<file path="src/rtl/seq_alu.sv">
// Registered add/sub/abs-difference ALU with a multi-cycle signed shift-add multiply.
// Results and flags hold until the next operation completes; done pulses once per operation.
module seq_alu #(
  parameter int unsigned WIDTH = 4
) (
  input  logic             clk,
  input  logic             rst,
  input  logic             start,
  input  logic [WIDTH-1:0] A,
  input  logic [WIDTH-1:0] B,
  input  logic [1:0]       op,
  output logic             busy,
  output logic             done,
  output logic [WIDTH-1:0] result,
  output logic             overflow,
  output logic             zero
);

  localparam int unsigned MSB = WIDTH - 1;
  localparam int unsigned CW  = $clog2(WIDTH + 1);
  localparam logic [CW-1:0]    LAST    = CW'(WIDTH - 1);
  localparam logic [WIDTH-1:0] MIN_VAL = {1'b1, {(WIDTH-1){1'b0}}};

  typedef enum logic {
    IDLE,
    MUL
  } state_t;

  typedef enum logic [1:0] {
    OP_ADD = 2'b00,
    OP_ABS = 2'b01,
    OP_SUB = 2'b10,
    OP_MUL = 2'b11
  } op_t;

  state_t             state;
  logic [2*WIDTH-1:0] acc;
  logic [2*WIDTH-1:0] mcand;
  logic [WIDTH-1:0]   mplier;
  logic [CW-1:0]      cnt;

  logic [WIDTH-1:0]   sum;
  logic [WIDTH-1:0]   diff;
  logic [WIDTH-1:0]   mag;
  logic               add_ov;
  logic               sub_ov;
  logic [WIDTH-1:0]   alu_res;
  logic               alu_ov;

  logic [2*WIDTH-1:0] addend;
  logic [2*WIDTH-1:0] acc_next;
  logic [WIDTH:0]     prod_hi;
  logic               mul_ov;

  // Single-cycle operations, evaluated on the live operands at the accepting edge.
  always_comb begin
    sum     = A + B;
    diff    = A - B;
    add_ov  = (A[MSB] == B[MSB]) && (sum[MSB] != A[MSB]);
    sub_ov  = (A[MSB] != B[MSB]) && (diff[MSB] != A[MSB]);
    mag     = diff[MSB] ? -diff : diff;
    alu_res = '0;
    alu_ov  = 1'b0;
    case (op)
      OP_ADD: begin
        alu_res = sum;
        alu_ov  = add_ov;
      end
      OP_SUB: begin
        alu_res = diff;
        alu_ov  = sub_ov;
      end
      OP_ABS: begin
        alu_res = mag;
        alu_ov  = sub_ov | (diff == MIN_VAL);
      end
      default: begin
        alu_res = '0;
        alu_ov  = 1'b0;
      end
    endcase
  end

  // Two's complement shift-add: the multiplier's sign bit carries weight -2^(W-1),
  // so the final iteration subtracts the shifted multiplicand instead of adding it.
  always_comb begin
    addend   = mplier[0] ? mcand : '0;
    acc_next = (cnt == LAST) ? (acc - addend) : (acc + addend);
    prod_hi  = acc_next[2*WIDTH-1:WIDTH-1];
    mul_ov   = !((&prod_hi) || !(|prod_hi));
  end

  always_ff @(posedge clk) begin
    if (rst) begin
      state    <= IDLE;
      busy     <= 1'b0;
      done     <= 1'b0;
      result   <= '0;
      overflow <= 1'b0;
      zero     <= 1'b0;
      acc      <= '0;
      mcand    <= '0;
      mplier   <= '0;
      cnt      <= '0;
    end else begin
      done <= 1'b0;
      case (state)
        IDLE: begin
          if (start) begin
            if (op == OP_MUL) begin
              acc    <= '0;
              mcand  <= {{WIDTH{A[MSB]}}, A};
              mplier <= B;
              cnt    <= '0;
              busy   <= 1'b1;
              state  <= MUL;
            end else begin
              result   <= alu_res;
              overflow <= alu_ov;
              zero     <= (alu_res == '0);
              done     <= 1'b1;
            end
          end
        end
        MUL: begin
          acc    <= acc_next;
          mcand  <= mcand << 1;
          mplier <= mplier >> 1;
          cnt    <= cnt + CW'(1);
          if (cnt == LAST) begin
            result   <= acc_next[WIDTH-1:0];
            overflow <= mul_ov;
            zero     <= (acc_next[WIDTH-1:0] == '0);
            done     <= 1'b1;
            busy     <= 1'b0;
            state    <= IDLE;
          end
        end
        default: state <= IDLE;
      endcase
    end
  end

endmodule

</file>
<file path="config.mk">
export PLATFORM = sky130hd
export DESIGN_NAME = seq_alu
export DESIGN_NICKNAME = d
export VERILOG_FILES = /design/src/rtl/seq_alu.sv
export SDC_FILE = /design/constraint.sdc
export NUM_CORES = 1
export LEC_CHECK = 0
export ABC_AREA = 0
export CAP_MARGIN = 10
export CORE_ASPECT_RATIO = 0.8
export CORE_UTILIZATION = 43
export CTS_BUF_LIST = sky130_fd_sc_hd__clkbuf_2 sky130_fd_sc_hd__clkbuf_4 sky130_fd_sc_hd__clkbuf_8
export CTS_CLUSTER_DIAMETER = 200
export DETAILED_ROUTE_END_ITERATION = 6
export GPL_TIMING_DRIVEN = 0
export SETUP_SLACK_MARGIN = 0.15
export SLEW_MARGIN = 20
export SYNTH_ARGS = -nofsm -noshare
export SYNTH_HDL_FRONTEND = slang
export SYNTH_SLANG_ARGS = --single-unit
</file>
<file path="constraint.sdc">
create_clock -name clk -period 3.7 [get_ports clk]
set_input_delay 0.74 -clock clk [delete_from_list [all_inputs] [get_ports clk]]
set_output_delay 0.74 -clock clk [all_outputs]
set_load 0.03 [all_outputs]
</file>
* Word-level counts from Yosys, hierarchy flattened *
Index checks and enable logic that the tools add are counted.

operators by class
  add/sub/neg operators = 6
  equality and inequality tests = 13
  multiplexer cells = 41
  bitwise logic cells = 2
  reductions and logical operators = 13

operator list
  cell                                            number
  2-to-1 mux 8 bit                                6
  one-hot mux 8 bit (2 select lines)              2
  2-to-1 mux 4 bit                                6
  one-hot mux 4 bit (2 select lines)              2
  2-to-1 mux 1 bit                                15
  one-hot mux 4 bit (3 select lines)              1
  one-hot mux 1 bit (2 select lines)              5
  adder 8 bit                                     1
  logical NOT 4 bit                               2
  subtractor 8 bit                                1
  2-to-1 mux 3 bit                                2
  != test 2 bit (second input constant)           3
  one-hot mux 3 bit (2 select lines)              1
  AND reduction 3 bit                             2
  AND reduction 5 bit                             1
  OR reduction 5 bit                              1
  adder 4 bit                                     1
  == test 2 bit (second input constant)           2
  == test 4 bit (second input constant)           1
  negator 4 bit                                   1
  subtractor 4 bit                                1
  adder 3 x 1 -> 3 bit (second input constant)    1
  == test 3 x 2 -> 1 bit (second input constant)  1
  != test 1 bit                                   3
  other kinds (11)                                13

storage, ports and cells
  flip-flop bits (word level) = 32
  input bits = 13
  output and inout bits = 8
  word-level logic and storage cells = 85

* Logic depth before layout (Yosys ltp) *
Gate-level depths: netlist (run 1).

  depth after elaboration = 9
  gate-level depth with buffers = 15
  gate-level depth less buffers = 14

* Worst setup path after synthesis (run 1) *
OpenSTA, ideal clock, no wires.

  path type = reg2reg
  from = reg mplier[0]
  to = reg zero
  setup time = 0.100 ns
  arrival = 2.913 ns
  required time = 3.600 ns
  setup slack = 0.687 ns
  stages on the path, launching flop included = 13
  buffers on the path = 1
  period minus slack after synthesis = 3.013 ns
  path through = dfxtp_1 -> clkbuf_1 -> nand2_1 -> ha_1 -> a21oi_1 -> ha_1 -> nand2b_1 -> a21oi_1 -> xor2_1 -> or3_1 -> and3_4 -> a32o_2 -> a2111oi_4

on the way
  word-level cells in the longest chain between the ends = 6
  elaborated cells between the ends (all ways) = 7
  classes of those cells = add/sub (2); mux (4); reduce/logical (1)

ends and longest elaborated chain
  what                                                    line  source
  start: declaration                                      39    logic [WIDTH-1:0] mplier;
  start signal: assignment                                128   mplier <= mplier >> 1;
  2-to-1 mux 8 bit (*)                                    87    addend = mplier[0] ? mcand : '0;
  adder 8 bit / subtractor 8 bit (equally long branches)  88    acc_next = (cnt == LAST) ? (acc - addend) : (acc + addend);
  2-to-1 mux 8 bit (*)                                    88
  logical NOT 4 bit (*)                                   133   zero <= (acc_next[WIDTH-1:0] == '0);
  2-to-1 mux 1 bit (*)                                    130   if (cnt == LAST) begin
  one-hot mux 1 bit (2 select lines) (*)                  107   case (state)
  end signal: assignment                                  120   zero <= (alu_res == '0);
  end signal: assignment                                  133
  end: declaration                                        16    output logic zero

Mark *: on every way between the ends. The rest lies on a longest branch, timed or not. The select of a mux whose other input is x is not followed.
A chain may end at the register's enable or synchronous reset.

* Final worst setup path (run 1) *
  from = reg mcand[0]
  to = reg overflow

on the way
  word-level cells in the longest chain between the ends = 9
  elaborated cells between the ends (all ways) = 11
  classes of those cells = add/sub (2); mux (4); reduce/logical (5)

ends and longest elaborated chain
  what                                                    line  source
  start: declaration                                      38    logic [2*WIDTH-1:0] mcand;
  start signal: assignment                                112   mcand <= {{WIDTH{A[MSB]}}, A};
  start signal: assignment                                127   mcand <= mcand << 1;
  2-to-1 mux 8 bit (*)                                    87
  adder 8 bit / subtractor 8 bit (equally long branches)  88
  2-to-1 mux 8 bit (*)                                    88
  OR reduction 5 bit                                      90    mul_ov = !((&prod_hi) || !(|prod_hi));
  logical NOT 1 bit                                       90
  logical OR 1 bit (*)                                    90
  logical NOT 1 bit (*)                                   90
  2-to-1 mux 1 bit (*)                                    130
  one-hot mux 1 bit (2 select lines) (*)                  107
  end signal: assignment                                  119   overflow <= alu_ov;
  end signal: assignment                                  132   overflow <= mul_ov;
  end: declaration                                        15    output logic overflow,

Marks and branches as above.

==> flow_summary_export.csv, run 1 <==
group,metric,value,unit
clock_tree,clkSlewWorstSetupHoldPaths,0.07,ns
sta,hold_viol_final,0,
global_route,busiest_layer,"met2",
pwr,ir_drop,0.230,mV
synthesis,synth_top_cell_by_area,"dfxtp_1",
run,max-cap-violations,0,
sta,rsz0062_at_grt,"false",
run_status,failed_checks,"DRC",
critical_path,cpMaxStageDelayCell,"or4_1",
global_route,grt_util_met1,31.3,%
global_route,antenna_found_initial,0,
global_route,grt_pass1_wl,9830,µm
placed_design,placedCellCount,390,
sta,setup_tns,0,ns
die,placementRows,23,
sta,slew_violations,0,
clock_tree,postCtsSetupRepairBufs,0,
placed_design,io_buffer_count,19,
clock_tree,cts_sinks,32,
pwr,powerDensity,328,nW/µm²
global_route,met2_usage,35.0,%
sta,slew_headroom,59.2,%
pwr,p_seq_share,41.3,%
synthesis,syn_avg_cell_area,7.61,µm²
routing,drt_wl_total,5880,µm
synthesis,ys_seq_elements,32,
placed_design,hpwl,4480,µm
routing,wl_per_cell,14.8,µm
synthesis,yosys_warnings,0,
critical_path,critPathMostFrequentCell,"a21oi_1",
clock_tree,clk_latency,0.29,ns
sta,fin_crit_sh,89.8,%
final_layout,synthToLayoutAreaGrowth,15.5,%
global_route,grt_max_degree,11,
sta,fin_hold_ws,0.451,ns
run_status,outcome,"finished, violations left",
die,pin_count,21,
synthesis,yosysTopAreaCellShare,27.2,%
synthesis,syn-num-nets,342,
routing,via_count,2197,
pwr,power.share.clock,32.9,%
synthesis,seq_area_frac_synth,27.2,%
placed_design,gp_congestion,0.789,
final_layout,instances_no_fill,397,
critical_path,critPathRequiredTime,3.85,ns
global_route,grt.met3_usage,4.58,%
routing,ant_nets,0,
final_layout,final_cell_mix,"nor2_1 (59), a21oi_1 (41), dfxtp_1 (32)",
pwr,switching_power,271,µW
synthesis,netlist_area,2350,µm²
routing,first_pass_iters,7,
synthesis,ys.flop_type,"dfxtp_1",
sta,fin_skew,0.00815,ns
final_layout,drive_above_1_share,4.78,%
final_layout,final_common_cell,"nor2_1",
clock_tree,cts_buffer_depth,2,
pwr,internal-power,619,µW
final_layout,nets,368,
die,core-area,5120,µm²
min_path,min_path_type,"reg -> reg",
synthesis,async_flop_share,0,%
critical_path,arrival,3.48,ns
clock_tree,ctsHtreeMaxLevel,2,
pwr,swShare,30.4,%
critical_path,critical_path_class,"reg -> reg",
final_layout,final_util,53.1,%
clock_tree,cts_tree,"built",
global_route,grt_util_all_layers,22.5,%
sta,min_period,3.32,ns
clock_tree,cts_root_buf,"clkbuf_8",
sta,worst_pin_slew,0.612,ns
sta,setup_viol,0,
critical_path,startpoint_type,"register",
critical_path,max_stage_delay,0.56,ns
die,die_h,68.2,µm
pwr,leakagePower,1.15,nW
synthesis,synth-edff-count,0,
synthesis,synth_cells,309,
routing,viasPerCell,5.53,
critical_path,worst-path-max-fanout,9,
die,die_area,5770,µm²
clock_tree,cts_buffers,5,
critical_path,crit_chain,"or4_1 > o21ai_0 > xnor2_1 > nand2_1 > ha_1 > clkbuf_1 > and3_1 > a21oi_1 > xnor3_1 > o311ai_1 > a21oi_1",
pwr,power_frac_comb,25.8,%
global_route,grt_pass1_vias,2048,
synthesis,ys_types,52,
final_layout,diodes,0,
routing,drtIter0Drc,94,
synthesis,ys_top_cells_by_area,"dfxtp_1 (27%), nor2_1 (9.4%), ha_1 (9.0%), a21oi_1 (8.7%), nand2_1 (3.2%)",
sta,max_freq,301,MHz
critical_path,end_kind,"register",
global_route,grt-ovfl-total,0,
die,die_x,84.7,µm
die,start_util,45.9,%
routing,drc_errors,1,
-- registers in the layout (all words and copies together) (netlist names) --
register	flops
acc	8
mcand	8
mplier	4
result	4
cnt	3
busy	1
done	1
overflow	1
state	1
zero	1
-- synthesized netlist by cell type (2+ instances only) --
cell type	count
buf_1	2
fa_1	3
a221oi_1	2
and3_1	8
a311oi_1	2
buf_2	2
nor2_1	59
nand2b_1	6
a211oi_1	2
ha_1	17
xor2_1	6
dfxtp_1	32
xnor2_1	6
o21ai_1	2
mux2i_1	7
inv_1	18
a31oi_1	6
clkbuf_1	12
o31ai_1	2
nand2_1	20
o21ai_0	5
nand3b_1	3
nor2b_1	4
a21oi_1	41
nor3_1	5
nor3b_1	3
nand3_1	7
a32oi_1	2
o311ai_0	2
-- power groups by stage --
stage          clock network [mW]  registers, mW  logic [mW]
6_report                    0.293          0.368       0.230
3_3_place_gp                    0          0.375       0.227
5_1_grt                     0.314          0.369       0.253
4_1_cts                     0.303          0.367       0.229
2_1_floorplan                   0          0.387       0.146
3_5_place_dp                    0          0.375       0.227
-- repair_timing --
item | 4_1_cts | 5_1_grt
resized for setup | 0 | 3
hold buffers | 0 | 0
endpoints found under the setup margin | 0 | 2
-- final timing paths --
kind,start,end,slack [ns],cells past startpoint
max,mcand[0],overflow,0.38,11
min,result[1],result[1],0.45,2
max reg2reg,mcand[0],overflow,0.38,11
min reg2reg,result[1],result[1],0.45,2
-- critical path: cells and delay by family (launching register included) --
family / cells / cell delay [ns]
simple gates: 3 / 0.89
xor+xnor: 2 / 0.53
compound gates: 4 / 0.95
flops: 1 / 0.35
buf+inv: 1 / 0.20
fa+ha+maj: 1 / 0.28
-- area by class of cell --
cell class | count | area (µm²)
fillers | 532 | 2400
multi-input cells | 243 | 1580
flip-flops and latches | 32 | 641
repair buffers | 19 | 190
clock buffers | 7 | 96.3
well taps | 62 | 77.6
inverters | 18 | 67.6
plain buffers | 16 | 63.8
-- logic make-up (layout without fill, tap and decap cells) --
family                   count (synthesis)  in the layout  share of synthesized area [%]
AO/OA/AOI/OAI                           80             80                           22.5
adder cells (fa/ha/maj)                 20             20                           11.6
buffers and inverters                   34             60                           5.53
flip-flops                              32             32                           27.2
multiplexers                             7              7                           2.98
XOR/XNOR                                14             14                           6.12
AND/OR/NAND/NOR                        122            122                           24.0
-- through the flow --
stage	worst slack [ns]	total power [mW]	cell area [µm²]
global placement	0.230	0.601	2620
CTS	0.231	0.899	2720
global route	0.161	0.936	2720
detailed placement	0.238	0.603	2620
floorplan	0.687	0.533	2350
finish	0.378	0.890	2720
-- layer usage --
metal | vias up | part of all wire (%)
met5 | - | 0
met4 | 0 | 1.7
met3 | 8 | 4.8
met2 | 42 | 40
met1 | 1017 | 53
li1 | 1130 | -
Power figures use the tool's default switching activity.
==> inputs of run 2 (changes only) <==
--- a/config.mk
+++ b/config.mk
@@ -8,12 +8,14 @@
 export ABC_AREA = 0
 export CAP_MARGIN = 10
 export CORE_ASPECT_RATIO = 0.8
-export CORE_UTILIZATION = 43
+export CORE_UTILIZATION = 56
 export CTS_BUF_LIST = sky130_fd_sc_hd__clkbuf_2 sky130_fd_sc_hd__clkbuf_4 sky130_fd_sc_hd__clkbuf_8
 export CTS_CLUSTER_DIAMETER = 200
 export DETAILED_ROUTE_END_ITERATION = 6
 export GPL_TIMING_DRIVEN = 0
+export PLACE_DENSITY = 0.78
 export SETUP_SLACK_MARGIN = 0.15
+export SKIP_CTS_REPAIR_TIMING = 1
 export SLEW_MARGIN = 20
 export SYNTH_ARGS = -nofsm -noshare
 export SYNTH_HDL_FRONTEND = slang
==> flow_summary_export.csv, run 2 (same netlist as run 1, synthesis figures left out) <==
group,metric,value,unit
clock_tree,clk_latency,0.29,ns
final_layout,instances_no_fill,390,
routing,viasPerCell,5.73,
critical_path,rrSetupSlack,0.40,ns
min_path,hold_start,"result[1]",
routing,wl_per_cell,13.9,µm
final_layout,final_util,69.0,%
final_layout,diodes,0,
final_layout,final_common_cell,"nor2_1",
sta,setup_ws,0.404,ns
final_layout,nets,368,
min_path,holdPathEnd,"result[1]",
die,die_h,60.0,µm
sta,rsz0062_at_grt,"false",
min_path,min_path_type,"reg -> reg",
placed_design,placedCellCount,383,
sta,fin_crit_sh,89.1,%
min_path,hold_path_depth,2,
routing,drtIter0Drc,132,
die,core-area,3900,µm²
critical_path,end_kind,"register",
critical_path,r2r_end,"zero",
global_route,grt-ovfl-total,0,
routing,first_pass_iters,5,
sta,setup_viol,0,
sta,fin_skew,0.00658,ns
final_layout,drive_above_1_share,4.78,%
placed_design,gp_congestion,0.917,
critical_path,worst-path-max-fanout,7,
clock_tree,cts_buffer_depth,2,
global_route,grt_pass1_vias,2016,
critical_path,arrival,3.49,ns
placed_design,hpwl,4190,µm
sta,slew_violations,0,
sta,max_freq,303,MHz
global_route,grt_util_all_layers,27.8,%
routing,via_count,2236,
pwr,power,854,µW
pwr,powerDensity,317,nW/µm²
die,start_util,60.3,%
placed_design,dpl_worst_slack,0.262,ns
clock_tree,cts_tree,"built",
die,die_x,74.5,µm
clock_tree,cts_buffers,5,
final_layout,synthToLayoutAreaGrowth,14.5,%
routing,ant_nets,0,
placed_design,place_area,2610,µm²
critical_path,critical_path_class,"reg -> reg",
final_layout,fin_area,2690,µm²
clock_tree,cts_root_buf,"clkbuf_8",
critical_path,rr_startpoint,"cnt[0]",
sta,setup_tns,0,ns
final_layout,reg.largest.list,"acc: 8 flops, mcand: 8 flops",
global_route,grt_max_degree,11,
die,pin_count,21,
final_layout,final_cell_mix,"nor2_1 (59), a21oi_1 (41), dfxtp_1 (32)",
critical_path,ff2ff_path_depth,13,
sta,min_period,3.30,ns
sta,fin_hold_ws,0.457,ns
die,die_area,4470,µm²
sta,worst_pin_slew,0.554,ns
sta,slew_headroom,62.9,%
global_route,antenna_found_initial,0,
run_status,outcome,"finished, final reports clean",
clock_tree,clkSlewWorstSetupHoldPaths,0.07,ns
clock_tree,ctsHtreeMaxLevel,2,
die,placementRows,20,
sta,hold_viol_final,0,
clock_tree,cts_sinks,32,
routing,drc_errors,0,
critical_path,critPathRequiredTime,3.89,ns
global_route,grt_pass1_wl,9110,µm
run,max-cap-violations,0,
routing,drt_wl_total,5410,µm
pwr,ir_drop,0.258,mV
pwr,leakagePower,1.14,nW
critical_path,startpoint_type,"register",
placed_design,io_buffer_count,19,
run 2: cell type report:
class / count / area, µm²
flip-flops and latches: 32 / 641
clock inverters: 1 / 5.00
inverters: 18 / 67.6
well taps: 55 / 68.8
multi-input cells: 243 / 1580
plain buffers: 16 / 63.8
fillers: 360 / 1210
clock buffers: 6 / 76.3
repair buffers: 19 / 190
run 2: worst max-delay path by stage:
stage                    end       from  cells after the start
floorplan               zero  mplier[0]                     12
global placement        zero       B[2]                     10
detailed placement      zero       B[2]                     10
CTS                     zero  mplier[0]                     12
global route        overflow   mcand[0]                     13
finish                  zero     cnt[0]                     13
run 2: power breakdown:
part           switching (mW)  internal, mW
Combinational           0.134        0.0962
Clock                   0.122         0.135
Sequential            0.00890         0.358
run 2: critical path: stages, from the launching register on:
cell,delay (ns)
dfxtp_1,0.32
ha_1,0.20
ha_1,0.26
inv_1,0.17
nor2_1,0.06
a21oi_1,0.29
ha_1,0.31
nand2b_1,0.12
a21oi_1,0.09
xor2_1,0.18
or3_1,0.44
and3_4,0.22
a32o_2,0.25
a2111oi_4,0.30
run 2: metal layers:
metal  GRT usage [%]  vias up  wire (µm)
li1                -     1139          -
met3            5.40       10        311
met2            41.7       54       2330
met5               0        -          0
met4            11.9        0         93
met1            38.8     1033       2670
==> inputs of run 3 (changes only) <==
--- a/config.mk
+++ b/config.mk
@@ -13,6 +13,7 @@
 export CTS_CLUSTER_DIAMETER = 200
 export DETAILED_ROUTE_END_ITERATION = 6
 export GPL_TIMING_DRIVEN = 0
+export MAX_ROUTING_LAYER = met4
 export PLACE_DENSITY = 0.78
 export SETUP_SLACK_MARGIN = 0.15
 export SKIP_CTS_REPAIR_TIMING = 1
==> flow_summary_export.csv, run 3 (same netlist as run 1, synthesis figures left out) <==
group,metric,value,unit
sta,worst_pin_slew,0.552,ns
die,pin_count,21,
clock_tree,cts_sinks,32,
global_route,grt-ovfl-total,0,
routing,via_count,2224,
clock_tree,ctsHtreeMaxLevel,2,
global_route,grt_pass1_wl,9100,µm
run_status,outcome,"finished, final reports clean",
final_layout,fin_area,2690,µm²
critical_path,end_kind,"register",
global_route,grt.met3_usage,5.40,%
global_route,grt_util_all_layers,28.6,%
pwr,ir_drop,0.258,mV
placed_design,io_buffer_count,19,
critical_path,startpoint_type,"register",
critical_path,arrival,3.49,ns
routing,viasPerCell,5.70,
sta,slew_headroom,63.0,%
sta,slew_violations,0,
final_layout,final_common_cell,"nor2_1",
routing,drc_errors,0,
critical_path,rrSetupSlack,0.40,ns
routing,wl_per_cell,13.8,µm
global_route,grt_max_degree,11,
sta,setup_tns,0,ns
critical_path,worst-path-max-fanout,7,
clock_tree,cts_buffer_depth,2,
placed_design,dpl_worst_slack,0.262,ns
global_route,antenna_found_initial,0,
die,core-area,3900,µm²
run,max-cap-violations,0,
routing,drt_wl_total,5400,µm
clock_tree,cts_tree,"built",
die,die_x,74.5,µm
final_layout,drive_above_1_share,4.78,%
die,die_area,4470,µm²
sta,min_period,3.30,ns
placed_design,hpwl,4190,µm
clock_tree,clkSlewWorstSetupHoldPaths,0.07,ns
critical_path,critPathRequiredTime,3.89,ns
min_path,hold_path_depth,2,
sta,hold_viol_final,0,
placed_design,gp_congestion,0.933,
critical_path,ff2ff_path_depth,13,
routing,ant_nets,0,
placed_design,place_area,2610,µm²
sta,fin_crit_sh,89.1,%
final_layout,final_cell_mix,"nor2_1 (59), a21oi_1 (41), dfxtp_1 (32)",
final_layout,reg.largest.list,"acc: 8 flops, mcand: 8 flops",
sta,rsz0062_at_grt,"false",
global_route,met2_usage,41.7,%
die,die_h,60.0,µm
die,placementRows,20,
global_route,grt_util_met1,38.8,%
min_path,min_path_type,"reg -> reg",
pwr,powerDensity,317,nW/µm²
final_layout,synthToLayoutAreaGrowth,14.5,%
critical_path,critical_path_class,"reg -> reg",
clock_tree,cts_buffers,5,
global_route,busiest_layer,"met2",
clock_tree,cts_root_buf,"clkbuf_8",
global_route,grt_pass1_vias,2016,
final_layout,nets,368,
sta,fin_skew,0.00673,ns
sta,setup_viol,0,
sta,max_freq,303,MHz
final_layout,diodes,0,
pwr,leakagePower,1.14,nW
die,start_util,60.3,%
routing,first_pass_iters,4,
final_layout,n_fill_cell,360,
routing,drtIter0Drc,111,
clock_tree,clk_latency,0.29,ns
sta,setup_ws,0.402,ns
[run 3: cell type report]
type,count,area (µm²),area share (%)
multi-input combinational,243,1580,58.7
sequential,32,641,23.8
tap,55,68.8,2.55
inverter,18,67.6,2.51
buffer,16,63.8,2.37
timing repair buffer,19,190,7.06
clock buffer,6,76.3,2.83
clock inverter,1,5.00,0.186
[run 3: critical path, stage by stage, from the launching register on]
cell,delay (ns)
dfxtp_1,0.32
ha_1,0.20
ha_1,0.26
inv_1,0.17
nor2_1,0.06
a21oi_1,0.29
ha_1,0.31
nand2b_1,0.12
a21oi_1,0.09
xor2_1,0.18
or3_1,0.44
and3_4,0.22
a32o_2,0.25
a2111oi_4,0.30
[run 3: power by group]
part | internal (mW) | switching (mW) | total [mW]
clock network | 0.135 | 0.123 | 0.258
registers | 0.358 | 0.00885 | 0.367
logic | 0.0962 | 0.133 | 0.229
[run 3: metrics by stage]
stage	std cells	utilization, %	hold WS, ns	power, mW
after floorplan	309	-	0.441	0.533
after global placement	383	66.9	0.441	0.597
after global routing	390	69.0	0.475	0.902
after detailed placement	383	66.9	0.447	0.600
after CTS	390	69.0	0.456	0.859
final	390	69.0	0.456	0.854
[run 3: final timing paths]
kind                                 from         to
worst max register to register     cnt[0]       zero
worst min-delay path            result[1]  result[1]
worst max-delay path               cnt[0]       zero
worst min register to register  result[1]  result[1]
[run 3: layer usage]
layer	part of all wire [%]	up-vias
met1	49	1020
met4	1.8	0
met2	43	52
li1	-	1142
met3	6.6	10
met5	0	-
==> variant: new RTL, settings of run 1 <==
Change the parameter `WIDTH` from 4 to 8.
--- a/src/rtl/seq_alu.sv
+++ b/src/rtl/seq_alu.sv
@@ -2,5 +2,5 @@
 // Results and flags hold until the next operation completes; done pulses once per operation.
 module seq_alu #(
-  parameter int unsigned WIDTH = 4
+  parameter int unsigned WIDTH = 8
 ) (
   input  logic             clk,
Ports: changed (resized A, B and result); port bits go from 21 to 33. No check against the original RTL was run, so the function may have changed too.
==> variant against run 1 <==
- power increased by 140%
- sequential share of layout area shrank 5.0 points
- maximum frequency fell by 14%
- area after synthesis is 110% higher
- sequential cell count grew 25
- sequential power grew 80%
- the run ends with setup timing left
- core utilization rose by 3.3 points
- worst setup slack lost 0.53 ns
- critical endpoint unchanged
- wire length grew to 2.8 times the old value
- critical path type unchanged
- design area increased by 130%
- combinational power grew to 3.7 times the old value
- largest power group is now combinational logic
==> variant: results <==
metrics = {
    "placed_design": {
        "gp_congestion": 0.921,
        "place_area_um2": 5410,
        "port_buffers": 29,
        "place_inst": 859,
        "dp_hpwl_um": 12000,
    },
    "clock_network": {
        "cts_made_buffers": 9,
        "insertion_delay_ns": 0.35,
    },
    "finish": {
        "area_growth_pct": 26.5,
        "n_fill_cell": 1074,
        "num-nonclk-inverters": 27,
        "multi_input_area_share_pct": 62.1,
        "nonClkBufAreaFrac_pct": 11.7,
        "seq_share_pct": 18.6,
        "top_regs": "acc x16, mcand x16",
        "buffers": 94,
    },
    "timing": {
        "tns_ns": -0.150,
        "skew_ns": 0.0145,
        "setup_viol": 1,
        "timing.final.ws_setup_ns": -0.150,
        "hold_slack_ns": 0.475,
    },
    "setup_path": {
        "cpLargestDelayFamily": "simple AND/OR/NAND/NOR gates",
        "cpPeakStageDelay_ns": 0.54,
        "slowest_stage": "or4_4",
        "crit_fanout": 8,
        "critPathArrivalTime_ns": 4.09,
    },
    "synth": {
        "avgSynthCellArea_um2": 7.12,
        "synthMuxAreaShare_pct": 2.69,
        "yosys.area_share.adder_pct": 9.42,
        "synth_area_leaders": "dfxtp_1 23%, a21oi_1 8.9%, nor2_1 8.3%",
        "yosysSeqAreaShare_pct": 23.4,
        "synth_compound_area_share_pct": 26.1,
        "synth_commonest_cells": "108 x nor2_1, 87 x a21oi_1, 58 x nand2_1",
    },
    "power_and_ir_drop": {
        "switchingPower_uw": 800,
        "pwr_density_cell_nw_per_um2": 343,
        "leakagePower_nw": 2.53,
        "power_frac_comb_pct": 40.5,
        "ir_drop_mv": 0.211,
    },
    "hold_path": {
        "hold_end": "acc[4]$_SDFFE_PP0P_",
    },
    "grt": {
        "track_usage_pct": 27.9,
        "grt_start_max_net_pins": 12,
        "grt_pass1_wl_um": 25700,
    },
    "run_status": {
        "violations": "setup timing",
        "status": "finished with violations",
    },
    "drt": {
        "wl_per_cell_um": 18.2,
    },
}
variant: cell count changes in the layout (fill, tap and decap cells not counted), sizes merged, moves of 14 or more:
cell and change:
buf +37, nand2 +38, nor2 +49, a21oi +47, ha +15, clkbuf +14, dfxtp +25, xnor2 +14
o21ai +32
variant: what timing repair did:
action,CTS,global route
setup buffers,17,7
gates resized for setup,53,53
pin swaps,26,20
setup endpoints to repair,12,11
variant: worst register-to-register path, stage by stage (launching register included):
cell,delay (ns)
dfxtp_2,0.32
buf_8,0.13
or3_4,0.34
or2_4,0.24
a21o_1,0.18
o21ai_2,0.11
nand2_1,0.07
o21ai_1,0.10
a22oi_2,0.14
ha_4,0.30
buf_4,0.11
inv_2,0.04
and3_1,0.17
or4_4,0.54
nand2b_4,0.15
or4_4,0.43
nor4_4,0.27
o31ai_1,0.10
variant: metal layers:
layer	part of all wire, %	GRT usage (%)
met5	0	0
met4	0.96	5.98
met3	7.1	5.69
met2	42	40.0
met1	50	42.4
